`src/rtl/alu_pkg.sv`:
```
// Shared constants for the ALU/counter/decoder bring-up block:
// ALU opcodes and the counter reset value.
package alu_pkg;

    localparam logic [2:0] OP_ADD = 3'd0;
    localparam logic [2:0] OP_SUB = 3'd1;
    localparam logic [2:0] OP_NOT = 3'd2;
    localparam logic [2:0] OP_AND = 3'd3;
    localparam logic [2:0] OP_OR  = 3'd4;
    localparam logic [2:0] OP_XOR = 3'd5;
    localparam logic [2:0] OP_SLT = 3'd6;
    localparam logic [2:0] OP_EQ  = 3'd7;

    localparam logic [2:0] CNT_RST = 3'd7;

endpackage

```
`src/rtl/alu4_core.sv`:
```
// Combinational 4-bit ALU with zero/carry/overflow flags.
// One adder serves ADD, SUB, SLT and EQ; only ADD/SUB export carry and overflow.
module alu4_core
    import alu_pkg::*;
(
    input  logic [2:0] fnselec,
    input  logic [3:0] a,
    input  logic [3:0] b,
    output logic [3:0] res,
    output logic       zero,
    output logic       overflow,
    output logic       carry
);

    logic              sub_sel;
    logic [3:0]        b_eff;
    logic [4:0]        sum;
    logic signed [3:0] sum_s;
    logic              ovf_int;
    logic              lt;

    // Everything except ADD runs the adder as a subtractor (a + ~b + 1).
    assign sub_sel = (fnselec != OP_ADD);
    assign b_eff   = sub_sel ? ~b : b;
    assign sum     = {1'b0, a} + {1'b0, b_eff} + {4'b0000, sub_sel};
    assign sum_s   = sum[3:0];

    // With b already inverted for subtraction, one formula covers both overflows.
    assign ovf_int = (a[3] == b_eff[3]) && (sum_s[3] != a[3]);
    assign lt      = sum_s[3] ^ ovf_int;

    always_comb begin
        res      = 4'b0000;
        overflow = 1'b0;
        carry    = 1'b0;
        case (fnselec)
            OP_ADD, OP_SUB: begin
                res      = sum[3:0];
                overflow = ovf_int;
                carry    = sum[4];
            end
            OP_NOT:  res = ~a;
            OP_AND:  res = a & b;
            OP_OR:   res = a | b;
            OP_XOR:  res = a ^ b;
            OP_SLT:  res = {3'b000, lt};
            OP_EQ:   res = {3'b000, (a == b)};
            default: res = 4'b0000;
        endcase
    end

    assign zero = (res == 4'b0000);

endmodule

```
`src/rtl/alu_count_decode_unit.sv`:
```
// Bring-up/demo block: combinational 4-bit ALU, 3-to-8 decoder with enable,
// and a 3-bit down counter stepped by counter_en.
module alu_count_decode_unit
    import alu_pkg::*;
(
    input  logic       clk,
    input  logic       rst,
    input  logic [2:0] alu_fnselec,
    input  logic [3:0] alu_a,
    input  logic [3:0] alu_b,
    output logic [3:0] alu_res,
    output logic       alu_zero,
    output logic       alu_overflow,
    output logic       alu_carry,
    input  logic [2:0] dec_x,
    input  logic       dec_en,
    output logic [7:0] dec_y,
    input  logic       counter_en,
    output logic [2:0] counter_out
);

    alu4_core u_alu (
        .fnselec  (alu_fnselec),
        .a        (alu_a),
        .b        (alu_b),
        .res      (alu_res),
        .zero     (alu_zero),
        .overflow (alu_overflow),
        .carry    (alu_carry)
    );

    assign dec_y = dec_en ? (8'h01 << dec_x) : 8'h00;

    // Natural 3-bit wrap takes 0 back to 7; reset outranks counter_en.
    always_ff @(posedge clk or posedge rst) begin
        if (rst) begin
            counter_out <= CNT_RST;
        end else if (counter_en) begin
            counter_out <= counter_out - 3'd1;
        end
    end

endmodule

```
`config.mk`:
```
export PLATFORM = sky130hd
export DESIGN_NAME = alu_count_decode_unit
export DESIGN_NICKNAME = d
export VERILOG_FILES = /design/src/rtl/alu_pkg.sv /design/src/rtl/alu4_core.sv /design/src/rtl/alu_count_decode_unit.sv
export SDC_FILE = /design/constraint.sdc
export NUM_CORES = 1
export LEC_CHECK = 0
export ABC_AREA = 1
export ABC_CLOCK_PERIOD_IN_PS = 2700
export BUFFER_PORTS_ARGS = -buffer_cell sky130_fd_sc_hd__buf_2
export CORE_AREA = 8 8 66 68
export DETAILED_ROUTE_END_ITERATION = 6
export DIE_AREA = 0 0 74 76
export GPL_ROUTABILITY_DRIVEN = 1
export GPL_TIMING_DRIVEN = 0
export REMOVE_ABC_BUFFERS = 1
export SLEW_MARGIN = 30
export SYNTH_ARGS = -nofsm -noshare
export SYNTH_HDL_FRONTEND = slang
export SYNTH_HIERARCHICAL = 1
export SYNTH_SLANG_ARGS = --single-unit
```
`constraint.sdc`:
```
create_clock -name clk -period 2.7 [get_ports clk]
set_input_delay 0.405 -clock clk [delete_from_list [all_inputs] [get_ports clk]]
set_output_delay 0.405 -clock clk [all_outputs]
set_load 0.01 [all_outputs]
```
# Word level (Yosys, flattened, before mapping)
# Index checks and enable logic that the tools add are counted.
# totals
register_bits	3
inputBits	18
output_inout_bits	18
elab_cells	31
# op_classes
addsub	3
eq_ne	10
shift	1
muxes	5
bitwise	6
n_reduce_logical	5
# op_table
op	n
case mux 4 bit (7 select lines)	1
== test 3 bit (second input constant)	4
2-to-1 mux 8 bit	1
NOT 4 bit	2
left shift 1 x 3 -> 8 bit (first input constant)	1
== test 3 x 2 -> 1 bit (second input constant)	2
adder 4 x 4 -> 5 bit	1
adder 5 x 1 -> 5 bit	1
AND 4 bit	1
== test 4 bit	1
logical NOT 4 bit	1
2-to-1 mux 4 bit	1
OR 4 bit	1
bitwise XOR 4 bit	1
== test 3 x 1 -> 1 bit (second input constant)	1
logical NOT 3 bit	1
nonzero test 3 bit	1
subtractor 3 x 1 -> 3 bit (second input constant)	1
2-to-1 mux 1 bit	2
OR reduction 2 bit	1
== test 1 bit	1
logical AND 1 bit	1
inequality test 1 bit	1
bitwise XOR 1 bit	1

# Logic depth before layout (Yosys ltp)
# logic_depth
ltp_word	9
depth_mapped	15
ltp_nobuf	14

# By module
# The synthesis kept the hierarchy.
# modules_own_cells
module	n_inst	cells_per_inst	area_per_inst_um2	seq_area_each_um2
alu4_core	1	101	589.3	0.0
alu_count_decode_unit	1	33	207.7	78.8

# Worst setup path before layout
# No wires, ideal clock.
# synth_timing
path_type	input to output
start	in alu_fnselec[2]
end	out alu_zero
t_arrival_ns	2.110
required_ns	2.295
path_slack_ns	0.185
stages	11
path_buffers	1
cell_sequence	buf_4 > nor2_4 > nand2_1 > xor2_1 > fa_1 > xnor2_1 > nand2_1 > nand3_1 > nor2_1 > nand3_1 > nor2_1
# synth_via
elab_cells_between_ends	19
classes_between	add/sub (2); eq/ne (9); mux (2); bitwise (1); reduce/logical (5)
# synth_lines
element	line	rtl
start: declaration	alu_count_decode_unit.sv:8	input logic [2:0] alu_fnselec,
nonzero test 3 bit	alu4_core.sv:23	assign sub_sel = (fnselec != OP_ADD);
2-to-1 mux 4 bit	alu4_core.sv:24	assign b_eff = sub_sel ? ~b : b;
adder 4 x 4 -> 5 bit	alu4_core.sv:25	assign sum = {1'b0, a} + {1'b0, b_eff} + {4'b0000, sub_sel};
adder 5 x 1 -> 5 bit	alu4_core.sv:25	
case mux 4 bit (7 select lines) *	alu4_core.sv:36	case (fnselec)
via alu_res[2]	alu_count_decode_unit.sv:11	output logic [3:0] alu_res,
logical NOT 4 bit *	alu4_core.sv:52	assign zero = (res == 4'b0000);
end: declaration	alu_count_decode_unit.sv:12	output logic alu_zero,
# Mark *: on every way through the listed nets, which the timed path passes. The rest lies on a longest branch.

# Worst setup path after layout
# layout_timing
start	in alu_fnselec[2]
end	out alu_zero
# layout_via
elab_chain_cells	9
elab_cells_between_ends	19
classes_between	add/sub (2); eq/ne (9); mux (2); bitwise (1); reduce/logical (5)
# layout_lines
element	line	rtl
nonzero test 3 bit	alu4_core.sv:23	
2-to-1 mux 4 bit	alu4_core.sv:24	
adder 4 x 4 -> 5 bit	alu4_core.sv:25	
adder 5 x 1 -> 5 bit	alu4_core.sv:25	
inequality test 1 bit	alu4_core.sv:29	assign ovf_int = (a[3] == b_eff[3]) && (sum_s[3] != a[3]);
logical AND 1 bit	alu4_core.sv:29	
bitwise XOR 1 bit	alu4_core.sv:30	assign lt = sum_s[3] ^ ovf_int;
case mux 4 bit (7 select lines) *	alu4_core.sv:36	
logical NOT 4 bit *	alu4_core.sv:52	
# Every way passes the cells marked *; elsewhere a longest branch is shown, timed or not.

==> results.md <==
- Arrival time of the worst setup path: roughly 2.1 ns
- Critical Path, Cell by Cell: buf_2 -> nor2_4 -> nand2_2 -> xor2_2 -> fa_2 -> or2_1 -> nand3b_1 -> nor2_2 -> nand3_1 -> nor2_1 -> buf_2
- Average detailed-routed wire length per instance: approximately 9.7 microns
- Overall via count from detail_route: 915
- Placeable Area: around 3400 sq um
- Number of cells on the critical path: 11
- Clk_lat worst skew: between 0.2 and 0.25 ns
- Result of the run: finished, final reports clean
- Top flip-flop cell by instance count after synthesis: sky130_fd_sc_hd__dfstp_2
- Vias per Instance: approximately 4.2
- Post-synthesis cell type count: 22
- R2R Path End: counter_out[1]
- Count of flip-flops with a built-in enable after synthesis: 0
- Worst setup path startpoint: alu_fnselec[2]
- Maximum clock frequency: 395 MHz
- Total design power: 411 uW
- Count of cells along the worst register-to-register path: 3
- Antenna violations before repair: 0
- Critical path endpoint: alu_zero
- Count of pins over their slew limit: 0
- Overall routed net length: 2.13 mm
- N_diodes: 0
- Flip-flop count of the largest register, all copies and words added: 3
- Setup violation total in the final timing report: 0
- Root buffer cell: sky130_fd_sc_hd__clkbuf_4
- Post-synthesis average cell area: 5.95 sq um
- Max incr delay on CP: approximately 0.52 ns
- Relative slew slack: 80.6%
- # clock sinks: 3
- Minimum setup slack in the final design: 0.166 ns
- R2r startpoint: counter_out[0]
- Clock tree from TritonCTS: built
- Final critical path time including I/O delays and setup: 2.53 ns
- Worst R2R Setup Slack: 1.64 ns
- Post-route worst hold slack: between 0.2 and 0.25 ns
- Congestion Overflow GR: 0
- Sequential share of the synthesized area: 9.89%
- Power density of the placed cells: 386 nW/um^2
- Cell family with the largest share of critical-path delay: simple AND/OR/NAND/NOR gates
- DRT iter0 DRCs: 16
- Fraction of layout cells with a size suffix above 1: between 30% and 40%
- Dpl ws: -0.0526 ns
- Number of core rows: 22
- Count of nets left with antenna violations after detail routing: 0
- RSZ-0062 raised after global routing: no
- Post-detailed-route DRC marker count: 0
- All-Layer GR Usage: between 7 and 8%
- Worst setup EP type: output pin
- CP max-delay cell: sky130_fd_sc_hd__fa_2
- Cell seen most often among critical-path stages: sky130_fd_sc_hd__buf_2
- Boundary pin count: 36
- Area used by multi-input combinational logic: 617 sq um
- Hold WC Path Type: in -> async
- Largest vdd supply drop: ~0.33 mV
- Half-perimeter wire length after placement: ~1.9 mm
- Maximum buffer depth of the clock tree: 2
- # port buffers: 35
- Largest registers: counter_out x3
- Register containing the most flip-flops in the final layout: counter_out
- Final RePlAce weighted congestion: 0.793
- Post-Route Skew: between 0.003 and 0.004 ns
- Post-layout net count: 204
- Initial cell density of the core: between 20% and 30%
- Worst-Margin Slew: 0.289 ns
- Height of the chip: 76 microns
- Flop and latch count out of synthesis: 3
- Post-synthesis cell area: between 700 and 800 sq um
- Overall die width: 74 microns
- Proportion of synthesized flip-flops having asynchronous set or reset: 100%
- Total iterations of the first detailed-routing run: 3
- Category of the worst setup path launch point: input pin
- Filler cell count in the final layout: 402
- Type of the worst setup path: in -> out
- Wire length of the first global-routing pass: about 3.6 mm
- Largest net degree at the start of global routing: 9
- Data required time at the worst endpoint: ~2.3 ns
- Clock transition time at the flip-flop clock pins of the worst setup and hold paths: 0.04 ns
- H-tree levels: 1
- Synth warnings: 6
- Maximum fanout encountered on the critical timing path: 8
- Setup Total Neg Slack: 0 ns
- Final count of hold timing violations: 0
- Number of buffers and inverters on the critical path: 2
- Vias in the first global route: 930
- DIE AREA: around 5600 sq um
- Cell count after synthesis: ~130
- Total leakage power: slightly above 0.6 nW
- Area growth, synth to finish: 33.8%
- Ratio of final minimum period to clock period: a little over nine tenths
- # Max-Cap Violations: 0
- Clock buffers created by TritonCTS: 3
- Total area of sequential cells: roughly 79 sq um
-- worst reg2reg max path, cell delays in order, from the launching register on --
cell	delay [ns]
sky130_fd_sc_hd__dfstp_2	0.53
sky130_fd_sc_hd__inv_1	0.04
sky130_fd_sc_hd__ha_1	0.27
sky130_fd_sc_hd__a21oi_1	0.15
-- routing by layer --
metal	up-vias	global-route usage (%)	routed length, microns
met5	-	0	0
met4	0	3.00	0
met3	0	1.71	163
met2	17	14.5	1130
met1	404	7.23	836
li1	494	-	-
-- synth_stat cells (2+ instances only) --
library cell               count  area share (%)
sky130_fd_sc_hd__a21oi_1       6             3.8
sky130_fd_sc_hd__buf_4         2             1.9
sky130_fd_sc_hd__dfstp_2       3             9.9
sky130_fd_sc_hd__ha_1         12              19
sky130_fd_sc_hd__inv_1        24              11
sky130_fd_sc_hd__inv_2         3             1.4
sky130_fd_sc_hd__nand2_1      29              14
sky130_fd_sc_hd__nand3_1       7             4.4
sky130_fd_sc_hd__nand3b_1      3             2.8
sky130_fd_sc_hd__nand4_1       3             2.4
sky130_fd_sc_hd__nor2_1       23              11
sky130_fd_sc_hd__nor3_1        4             2.5
sky130_fd_sc_hd__o21ai_0       3             1.9
sky130_fd_sc_hd__xor2_1        4             4.4
-- worst min path at each step --
stage / startpoint / to / slack, ns
2_1_floorplan: rst / counter_out[0] / 0.34
3_3_place_gp: rst / counter_out[0] / 0.45
3_5_place_dp: rst / counter_out[0] / 0.46
4_1_cts: rst / counter_out[2] / 0.21
5_1_grt: rst / counter_out[2] / 0.24
6_report: rst / counter_out[2] / 0.22
-- placed cells by master (no fill, tap or decap), drive strengths merged, types with 4 or more instances in the layout --
master	synthesis	layout
inv	27	27
a21oi	7	7
nor2	24	24
buf	2	36
ha	12	12
nor3	4	4
nand2	29	29
clkbuf	0	4
nand3	8	8
xor2	4	4
-- cell families (layout without fill, tap and decap cells) --
logic type / after synthesis / in the layout / synth area share (%)
AO/OA/AOI/OAI: 12 / 12 / 8.63
flip-flops: 3 / 3 / 9.89
buffers and inverters: 29 / 67 / 14.6
adder cells (fa/ha/maj): 13 / 13 / 21.3
AND/OR/NAND/NOR: 72 / 72 / 40.0
XOR/XNOR: 5 / 5 / 5.49
-- area by class of cell --
type	instances	share of cell area, %
inverter	27	9.51
timing repair buffer	36	17.1
clock buffer	4	2.46
tap	48	5.63
multi-input combinational	102	57.9
sequential	3	7.39
-- per-stage QoR --
step	util (%)	cell area (sq um)	instances
6_report	31.0	1070	220
3_3_place_gp	29.6	1020	215
5_1_grt	31.0	1070	220
2_1_floorplan	-	782	132
3_5_place_dp	29.6	1020	215
4_1_cts	30.6	1050	220
-- where the power goes --
group          switching [mW]  leakage (nW)  internal, mW  total, mW
Sequential             0.0160        0.0316        0.0845      0.100
Clock                  0.0213        0.0150        0.0552     0.0766
Combinational           0.136         0.577        0.0978      0.234
-- what timing repair did --
action                                  in CTS  in global routing
pin swaps                                    1                  1
hold buffers                                 0                  0
setup buffers                                1                  0
resized for setup                            1                  4
endpoints found under the setup margin       1                  2
(Power assumes the default switching activity.)
